===== config.mk =====
export PLATFORM = sky130hd
export DESIGN_NAME = jtframe_joyscan
export DESIGN_NICKNAME = d
export VERILOG_FILES = /design/src/rtl/jtframe_joyscan_pkg.sv /design/src/rtl/jtframe_joyscan_dec.sv /design/src/rtl/jtframe_joyscan.sv
export SDC_FILE = /design/constraint.sdc
export NUM_CORES = 1
export LEC_CHECK = 0
export CAP_MARGIN = 30
export CORE_MARGIN = 2
export CORE_UTILIZATION = 46
export CTS_CLUSTER_DIAMETER = 120
export CTS_CLUSTER_SIZE = 10
export DETAILED_ROUTE_END_ITERATION = 10
export GPL_ROUTABILITY_DRIVEN = 0
export HOLD_SLACK_MARGIN = 0.08
export PLACE_DENSITY = 0.65
export SYNTH_ARGS = -nofsm -noshare
export SYNTH_HDL_FRONTEND = slang
export SYNTH_SLANG_ARGS = --single-unit

===== constraint.sdc =====
create_clock -name clk -period 4.6 [get_ports clk]
set_input_delay 1.38 -clock clk [delete_from_list [all_inputs] [get_ports clk]]
set_output_delay 1.38 -clock clk [all_outputs]
set_load 0.02 [all_outputs]

===== src/rtl/jtframe_joyscan_pkg.sv =====
// ============================================================================
// Module : jtframe_joyscan_pkg
// Brief  : Shared states and bit positions for the native joystick scanner.
// Rev    : 1.0  initial release
// ============================================================================
`default_nettype none

package jtframe_joyscan_pkg;

    typedef enum logic [2:0] {
        IDLE    = 3'd0,
        SETTLE  = 3'd1,
        LOAD    = 3'd2,
        SHIFT   = 3'd3,
        PUBLISH = 3'd4
    } state_t;

    // Positions inside one player's byte of the chain (after inversion)
    localparam int unsigned C_CH_UP    = 7;
    localparam int unsigned C_CH_DOWN  = 6;
    localparam int unsigned C_CH_LEFT  = 5;
    localparam int unsigned C_CH_RIGHT = 4;
    localparam int unsigned C_CH_BTNX  = 3;
    localparam int unsigned C_CH_BTNY  = 2;

    // Positions inside the active-high player word
    localparam int unsigned C_JOY_RIGHT = 0;
    localparam int unsigned C_JOY_LEFT  = 1;
    localparam int unsigned C_JOY_DOWN  = 2;
    localparam int unsigned C_JOY_UP    = 3;
    localparam int unsigned C_JOY_A     = 4;
    localparam int unsigned C_JOY_B     = 5;
    localparam int unsigned C_JOY_C     = 6;
    localparam int unsigned C_JOY_START = 7;

endpackage

`default_nettype wire


===== src/rtl/jtframe_joyscan_dec.sv =====
// ============================================================================
// Module : jtframe_joyscan_dec
// Brief  : Maps the select-high/select-low chain bytes onto one player word.
// Rev    : 1.0  initial release
// ============================================================================
`default_nettype none

module jtframe_joyscan_dec
    import jtframe_joyscan_pkg::*;
(
    input  logic [7:0] i_hi,
    input  logic [7:0] i_lo,
    output logic [7:0] o_joy
);

    // The select-low byte only contributes A and start; its other bits are don't-care.
    logic w_unused;
    assign w_unused = ^{i_hi[1:0], i_lo[7:4], i_lo[1:0]};

    always_comb begin
        o_joy              = '0;
        o_joy[C_JOY_RIGHT] = i_hi[C_CH_RIGHT];
        o_joy[C_JOY_LEFT]  = i_hi[C_CH_LEFT];
        o_joy[C_JOY_DOWN]  = i_hi[C_CH_DOWN];
        o_joy[C_JOY_UP]    = i_hi[C_CH_UP];
        o_joy[C_JOY_A]     = i_lo[C_CH_BTNX];
        o_joy[C_JOY_B]     = i_hi[C_CH_BTNX];
        o_joy[C_JOY_C]     = i_hi[C_CH_BTNY];
        o_joy[C_JOY_START] = i_lo[C_CH_BTNY];
    end

endmodule

`default_nettype wire


===== src/rtl/jtframe_joyscan.sv =====
// ============================================================================
// Module : jtframe_joyscan
// Brief  : Drives a 74HC165 joystick chain twice per frame (select high/low).
// Rev    : 1.0  initial release
// ============================================================================
`default_nettype none

module jtframe_joyscan
    import jtframe_joyscan_pkg::*;
#(
    parameter int CLKDIV      = 8,
    parameter int NBITS       = 16,
    parameter int SCAN_PERIOD = 1000,
    parameter int SEL_SETTLE  = 2
)(
    input  logic       clk,
    input  logic       rst,
    input  logic       enable,
    input  logic       joy_data,
    output logic       joy_clk,
    output logic       joy_load,
    output logic       joy_select,
    output logic [7:0] joy1,
    output logic [7:0] joy2,
    output logic       scan_done
);

    localparam int DIVW = (CLKDIV > 1) ? $clog2(CLKDIV) : 1;
    localparam int PERW = $clog2(SCAN_PERIOD + 1);
    localparam int SETW = (SEL_SETTLE > 1) ? $clog2(SEL_SETTLE) : 1;
    localparam int BITW = $clog2(NBITS + 1);
    localparam int HALF = NBITS / 2;

    logic [DIVW-1:0]  r_div;
    logic             w_tick;
    logic [1:0]       r_sync;
    logic             w_data;

    state_t           r_st;
    logic             r_phase;
    logic [PERW-1:0]  r_per;
    logic [SETW-1:0]  r_set;
    logic [BITW-1:0]  r_bit;
    logic [NBITS-1:0] r_sr;
    logic [NBITS-1:0] r_hi;
    logic [NBITS-1:0] r_lo;
    logic [7:0]       w_joy1;
    logic [7:0]       w_joy2;

    assign w_tick = (r_div == DIVW'(CLKDIV - 1));

    always_ff @(posedge clk or posedge rst) begin
        if (rst) begin
            r_div <= '0;
        end else if (w_tick) begin
            r_div <= '0;
        end else begin
            r_div <= r_div + 1'b1;
        end
    end

    // Idle level of the chain output is high (no button pressed).
    always_ff @(posedge clk or posedge rst) begin
        if (rst) begin
            r_sync <= 2'b11;
        end else begin
            r_sync <= {r_sync[0], joy_data};
        end
    end

    assign w_data = r_sync[1];

    jtframe_joyscan_dec u_dec1 (
        .i_hi  (r_hi[NBITS-1 -: 8]),
        .i_lo  (r_lo[NBITS-1 -: 8]),
        .o_joy (w_joy1)
    );

    jtframe_joyscan_dec u_dec2 (
        .i_hi  (r_hi[HALF-1 -: 8]),
        .i_lo  (r_lo[HALF-1 -: 8]),
        .o_joy (w_joy2)
    );

    always_ff @(posedge clk or posedge rst) begin
        if (rst) begin
            r_st       <= IDLE;
            r_phase    <= 1'b1;
            r_per      <= '0;
            r_set      <= '0;
            r_bit      <= '0;
            r_sr       <= '0;
            r_hi       <= '0;
            r_lo       <= '0;
            joy_clk    <= 1'b0;
            joy_load   <= 1'b1;
            joy_select <= 1'b1;
            joy1       <= '0;
            joy2       <= '0;
            scan_done  <= 1'b0;
        end else begin
            scan_done <= 1'b0;
            case (r_st)
                IDLE: begin
                    if (w_tick) begin
                        if (r_per != PERW'(SCAN_PERIOD)) begin
                            r_per <= r_per + 1'b1;
                        end
                        // Leave on the tick that reaches the period, or any later tick once enabled
                        if (r_per >= PERW'(SCAN_PERIOD - 1) && enable) begin
                            r_st       <= SETTLE;
                            r_phase    <= 1'b1;
                            r_set      <= '0;
                            joy_select <= 1'b1;
                        end
                    end
                end
                SETTLE: begin
                    if (w_tick) begin
                        if (r_set == SETW'(SEL_SETTLE - 1)) begin
                            r_st     <= LOAD;
                            joy_load <= 1'b0;
                        end else begin
                            r_set <= r_set + 1'b1;
                        end
                    end
                end
                LOAD: begin
                    if (w_tick) begin
                        r_st     <= SHIFT;
                        joy_load <= 1'b1;
                        joy_clk  <= 1'b0;
                        r_bit    <= '0;
                    end
                end
                SHIFT: begin
                    if (w_tick) begin
                        if (!joy_clk) begin
                            r_sr    <= {r_sr[NBITS-2:0], ~w_data};
                            joy_clk <= 1'b1;
                        end else begin
                            joy_clk <= 1'b0;
                            r_bit   <= r_bit + 1'b1;
                            if (r_bit == BITW'(NBITS - 1)) begin
                                if (r_phase) begin
                                    r_hi       <= r_sr;
                                    r_phase    <= 1'b0;
                                    r_set      <= '0;
                                    joy_select <= 1'b0;
                                    r_st       <= SETTLE;
                                end else begin
                                    r_lo       <= r_sr;
                                    joy_select <= 1'b1;
                                    r_st       <= PUBLISH;
                                end
                            end
                        end
                    end
                end
                PUBLISH: begin
                    joy1      <= w_joy1;
                    joy2      <= w_joy2;
                    scan_done <= 1'b1;
                    r_per     <= '0;
                    r_st      <= IDLE;
                end
                default: begin
                    r_st <= IDLE;
                end
            endcase
        end
    end

endmodule

`default_nettype wire


# == Yosys cells after proc, flatten, opt, wreduce, memory -nomap -nowiden ==
# Cells that the tools add are included.
# totals
out_inout_bits,20
input_bits,4
word_cells,105
ff_bits,89
# op_classes
eq_ne,17
n_bitwise,3
mux,47
n_addsub,4
reduce_logical,17
n_lt_le_gt_ge,1
# ops
operator,count
$mux 3,10
$mux 1,24
$mux 10,2
$ne 2x2->1 const B,10
$pmux 10 s2,1
$reduce_and 8->1,2
$mux 5,3
$pmux 3 s4,1
$add 10x1->10 const B,1
$ge 10x10->1 const B,1
$ne 10x10->1 const B,1
$pmux 5 s2,1
$reduce_and 5->1,2
$reduce_and 3->1,3
$pmux 1 s2,4
$reduce_and 4->1,2
$reduce_bool 2->1,4
$eq 3x2->1 const B,2
$eq 3x3->1 const B,2
$reduce_and 6->1,1
$add 5x1->5 const B,1
$eq 5x4->1 const B,1
$add 3x1->3 const B,1
$eq 3x1->1 const B,1
6 further kinds,8

# == Logic depth before layout (Yosys ltp) ==
# logic_depth
depth_word,5
ltp_mapped,8
ltp_nobuf,7

# == Hierarchy ==
# A second synthesis with hierarchy kept.
# unflattened
hier_cells,335
area_unflattened_um2,3942.5
# modules_own_cells
module,area_each_um2,seq_area_each_um2,n_inst,cells_per_inst
jtframe_joyscan,3822.4,2333.5,1,319
jtframe_joyscan_dec,60.1,0.0,2,8

# == Worst setup path after synthesis ==
# OpenSTA, ideal clock, no wires.
# synth_timing
kind,input -> register
from,input enable
to,register r_set
stages,4
setup_ns,0.138
setup_slack_ns,2.443
n_path_buf,0
arrival_time_ns,2.020
required_time_ns,4.462
path_cell_list,nand3_1 > or3_1 > a2bb2oi_1 > o22ai_1
# synth_via
elab_chain_cells,3
# synth_lines
item,line,text
start: declaration,jtframe_joyscan.sv:18,"input logic enable,"
$logic_and 1x1->1,jtframe_joyscan.sv:110,if (r_per >= PERW'(SCAN_PERIOD - 1) && enable) begin
$ne 2x2->1 (no line),-,
$reduce_and 8->1 (no line),-,
end signal: assignment,jtframe_joyscan.sv:124,r_set <= r_set + 1'b1;
end: declaration,jtframe_joyscan.sv:42,logic [SETW-1:0] r_set;
# No other way between the ends.
# A chain may end at the register's enable or synchronous reset.

# == Worst setup path in the final report ==
# layout_timing
from,register joy_clk
to,output joy_clk
# layout_rtl
item,line,text
start: declaration,jtframe_joyscan.sv:20,"output logic joy_clk,"
start signal: assignment,jtframe_joyscan.sv:95,joy_clk <= 1'b0;
start signal: assignment,jtframe_joyscan.sv:132,joy_clk <= 1'b0;
start signal: assignment,jtframe_joyscan.sv:140,joy_clk <= 1'b1;
# No word-level cell between the ends.

==> flow_summary.ini <==
[pwr]
leakage_nw = 1.82
p_clk_share_pct = 41.1
switching_share_pct = 24.6
powerDensity_nw_per_um2 = 311
power.total_w = 0.00118
power.switching_w = 0.000291
p_int_w = 0.000891
combPwrFrac_pct = 1.4
seqPwrFrac_pct = 57.5
ir_drop_mv = 0.155

[routing]
drc = 0
drtIter0Drc = 111
firstDrtPassIters = 4
ant_nets = 0
via_count = 2092
vias_per_cell = 5.07
routedWlPerCell_um = 13.3
totalWireLength_mm = 5.48

[clock_tree]
worstSkewPairLatency_ns = 0.36
path_clk_slew_ns = 0.08
numCtsBuffers = 9
postCtsResizedCells = 0
hold_buffers = 0
htree_levels = 3
cts.sinks = 77
clk_path_buf_depth = 2
post_cts_buffers = 0
clock-root-buffer = clkbuf_8
cts_tree = yes

[synthesis]
synth-async-reset-ratio_pct = 100
yosys-top-cells-count = dfrtp_1 (72), nand2_1 (58), mux2_2 (34), a21oi_1 (11)
yosysSeqAreaShare_pct = 58.5
ys_warn_count = 0
ys_ff_latch = 77
synthCells = 287
synth_nets = 297
yosysTopAreaCellShare_pct = 54.5
netlist_area_sq_um = 3300
synth_edf_count = 0
yosysMostFrequentCell = dfrtp_1
synth_area_leaders = dfrtp_1 (55%), mux2_2 (12%), nand2_1 (6.6%), dfstp_2 (4.0%), ha_1 (2.3%)
ys.flop_type = dfrtp_1
synth.distinct_cells = 44
avgSynthCellArea_sq_um = 11.5
yosysTopAreaCell = dfrtp_1

[global_routing]
antenna_found_initial = 0
grt_overflow = 0
first_global_vias = 2038
grt_pass1_wl_mm = 9.40
grt_max_degree = 34
grt_use_total_pct = 15.8

[cells_and_area]
fin_util_pct = 55.3
area_delta_synth_final_pct = 14.9
fillers = 611
antenna_cells = 0
drive_above_1_share_pct = 21.5
multi_input_area_sq_um = 1270
nNetsFinal = 322
seqCellArea_sq_um = 1930

[worst_setup_path]
cp_top_family = buffers and inverters
crit_path_end_kind = output port
cp_slowest_cell = clkdlybuf4s50_1
slowest_delay_ns = 0.70
cp_max_fo = 13
required_ns = 3.22
startpoint_type = flop
cp_cell_sequence = clkdlybuf4s50_1
critical_path_arrival_ns = 1.71
crit_type = flop to output port
crit_buf_inv = 1

[floorplanning]
fp.coreArea_sq_um = 6870
dieWidth_um = 88.8
dieHeight_um = 88.8
die_area_sq_um = 7880
io_pins = 24
start_util_pct = 48.1
rows = 30

[timing]
tightest_slew_ns = 0.519
hold_viol_final = 0
maxSlewViolCount = 0
fmax_mhz = 324
period_needed_ns = 3.09
rsz0062_at_grt = false
fin_crit_sh_pct = 67.1
finalSetupViolations = 0
relSlewSlack_pct = 65.4
totalNegativeSetupSlack_ns = 0
worst_clock_skew_ns = 0.0149

[min_path]
hold_class = flop to flop

[place]
port_buffers = 23
dp_hpwl_mm = 3.68

[flow_run]
max-cap-violations = 0

[run_status]
outcome = finished clean
[cell families (layout without fill, tap and decap cells)]
kind of cell             Yosys count  after routing  share of synthesized area (%)
AO/OA/AOI/OAI                     34             34                           6.29
XOR/XNOR                           4              4                           1.06
adder cells (fa/ha/maj)            6              6                           2.27
buffers and inverters             22             52                           3.10
flip-flops                        77             77                           58.5
multiplexers                      34             34                           11.6
AND/OR/NAND/NOR                  110            110                           17.2
[cell type report]
cell class,instances,share of cell area [%]
Clock buffer,9,3.26
Clock inverter,7,1.68
Inverter,11,1.09
Multi-Input combinational cell,188,33.4
Sequential cell,77,50.9
Tap cell,96,3.16
Timing Repair Buffer,25,6.46
[state kept, by name, summed over array words and instances (netlist names)]
register,flops
joy_select,1
r_bit,5
r_st,3
joy2,8
r_lo,4
r_set,1
r_sync,2
r_sr,16
r_per,10
r_hi,12
joy1,8
scan_done,1
r_phase,1
r_div,3
joy_load,1
joy_clk,1
[power groups by stage]
stage | clock network, W | logic (W) | registers (W)
after floorplan | 0 | 0.0000106 | 0.000693
after global placement | 0 | 0.0000182 | 0.000693
after detailed placement | 0 | 0.0000187 | 0.000693
after CTS | 0.000500 | 0.0000185 | 0.000680
after global routing | 0.000534 | 0.0000206 | 0.000680
final | 0.000486 | 0.0000170 | 0.000679
[metal layers]
metal  global-route usage (%)  vias to the layer above  part of all wire (%)
li1                         -                     1045                     -
met1                     20.4                     1015                    49
met2                     24.6                       21                    46
met3                     4.76                       11                   2.8
met4                     7.02                        0                   1.9
met5                        0                        -                     0
[final timing paths]
check | cells after the start | start | slack, ns | to
max | 1 | joy_clk | 1.51 | joy_clk
min | 0 | r_sync[0] | 0.36 | r_sync[1]
max reg2reg | 6 | r_div[0] | 2.35 | r_hi[14]
min reg2reg | 0 | r_sync[0] | 0.36 | r_sync[1]
max in group asynchronous | 3 | rst | 2.61 | r_sr[8]
min in group asynchronous | 2 | rst | 1.28 | joy_clk
[per-stage QoR]
stage	area (sq um)	std cells	worst slack [ns]	hold slack, ns
final	3800	413	1.51	0.358
after global routing	3800	413	1.43	0.368
after CTS	3800	413	1.50	0.360
after detailed placement	3610	397	1.87	0.348
after global placement	3610	397	1.87	0.346
after floorplan	3300	287	1.26	0.345
[layout by cell type, fill, tap and decap left out, types with 2 or more instances in the layout]
master	netlist	routed
o22ai_1	2	2
o21ai_0	9	9
dfstp_2	5	5
or3_1	4	4
nand4_1	8	8
nor2_4	2	2
xor2_1	4	4
nand3_1	6	6
mux2_2	34	34
clkinvlp_4	0	2
inv_2	1	2
inv_8	0	2
clkbuf_8	0	9
ha_1	6	6
nor2_1	10	10
o31ai_1	5	5
a21oi_1	11	11
buf_4	2	2
dfrtp_1	72	72
nand2_1	58	58
inv_6	0	3
inv_1	10	9
clkdlybuf4s50_1	0	23
nor3_1	5	5
and3_1	3	3
Power figures use the tool's default switching activity.
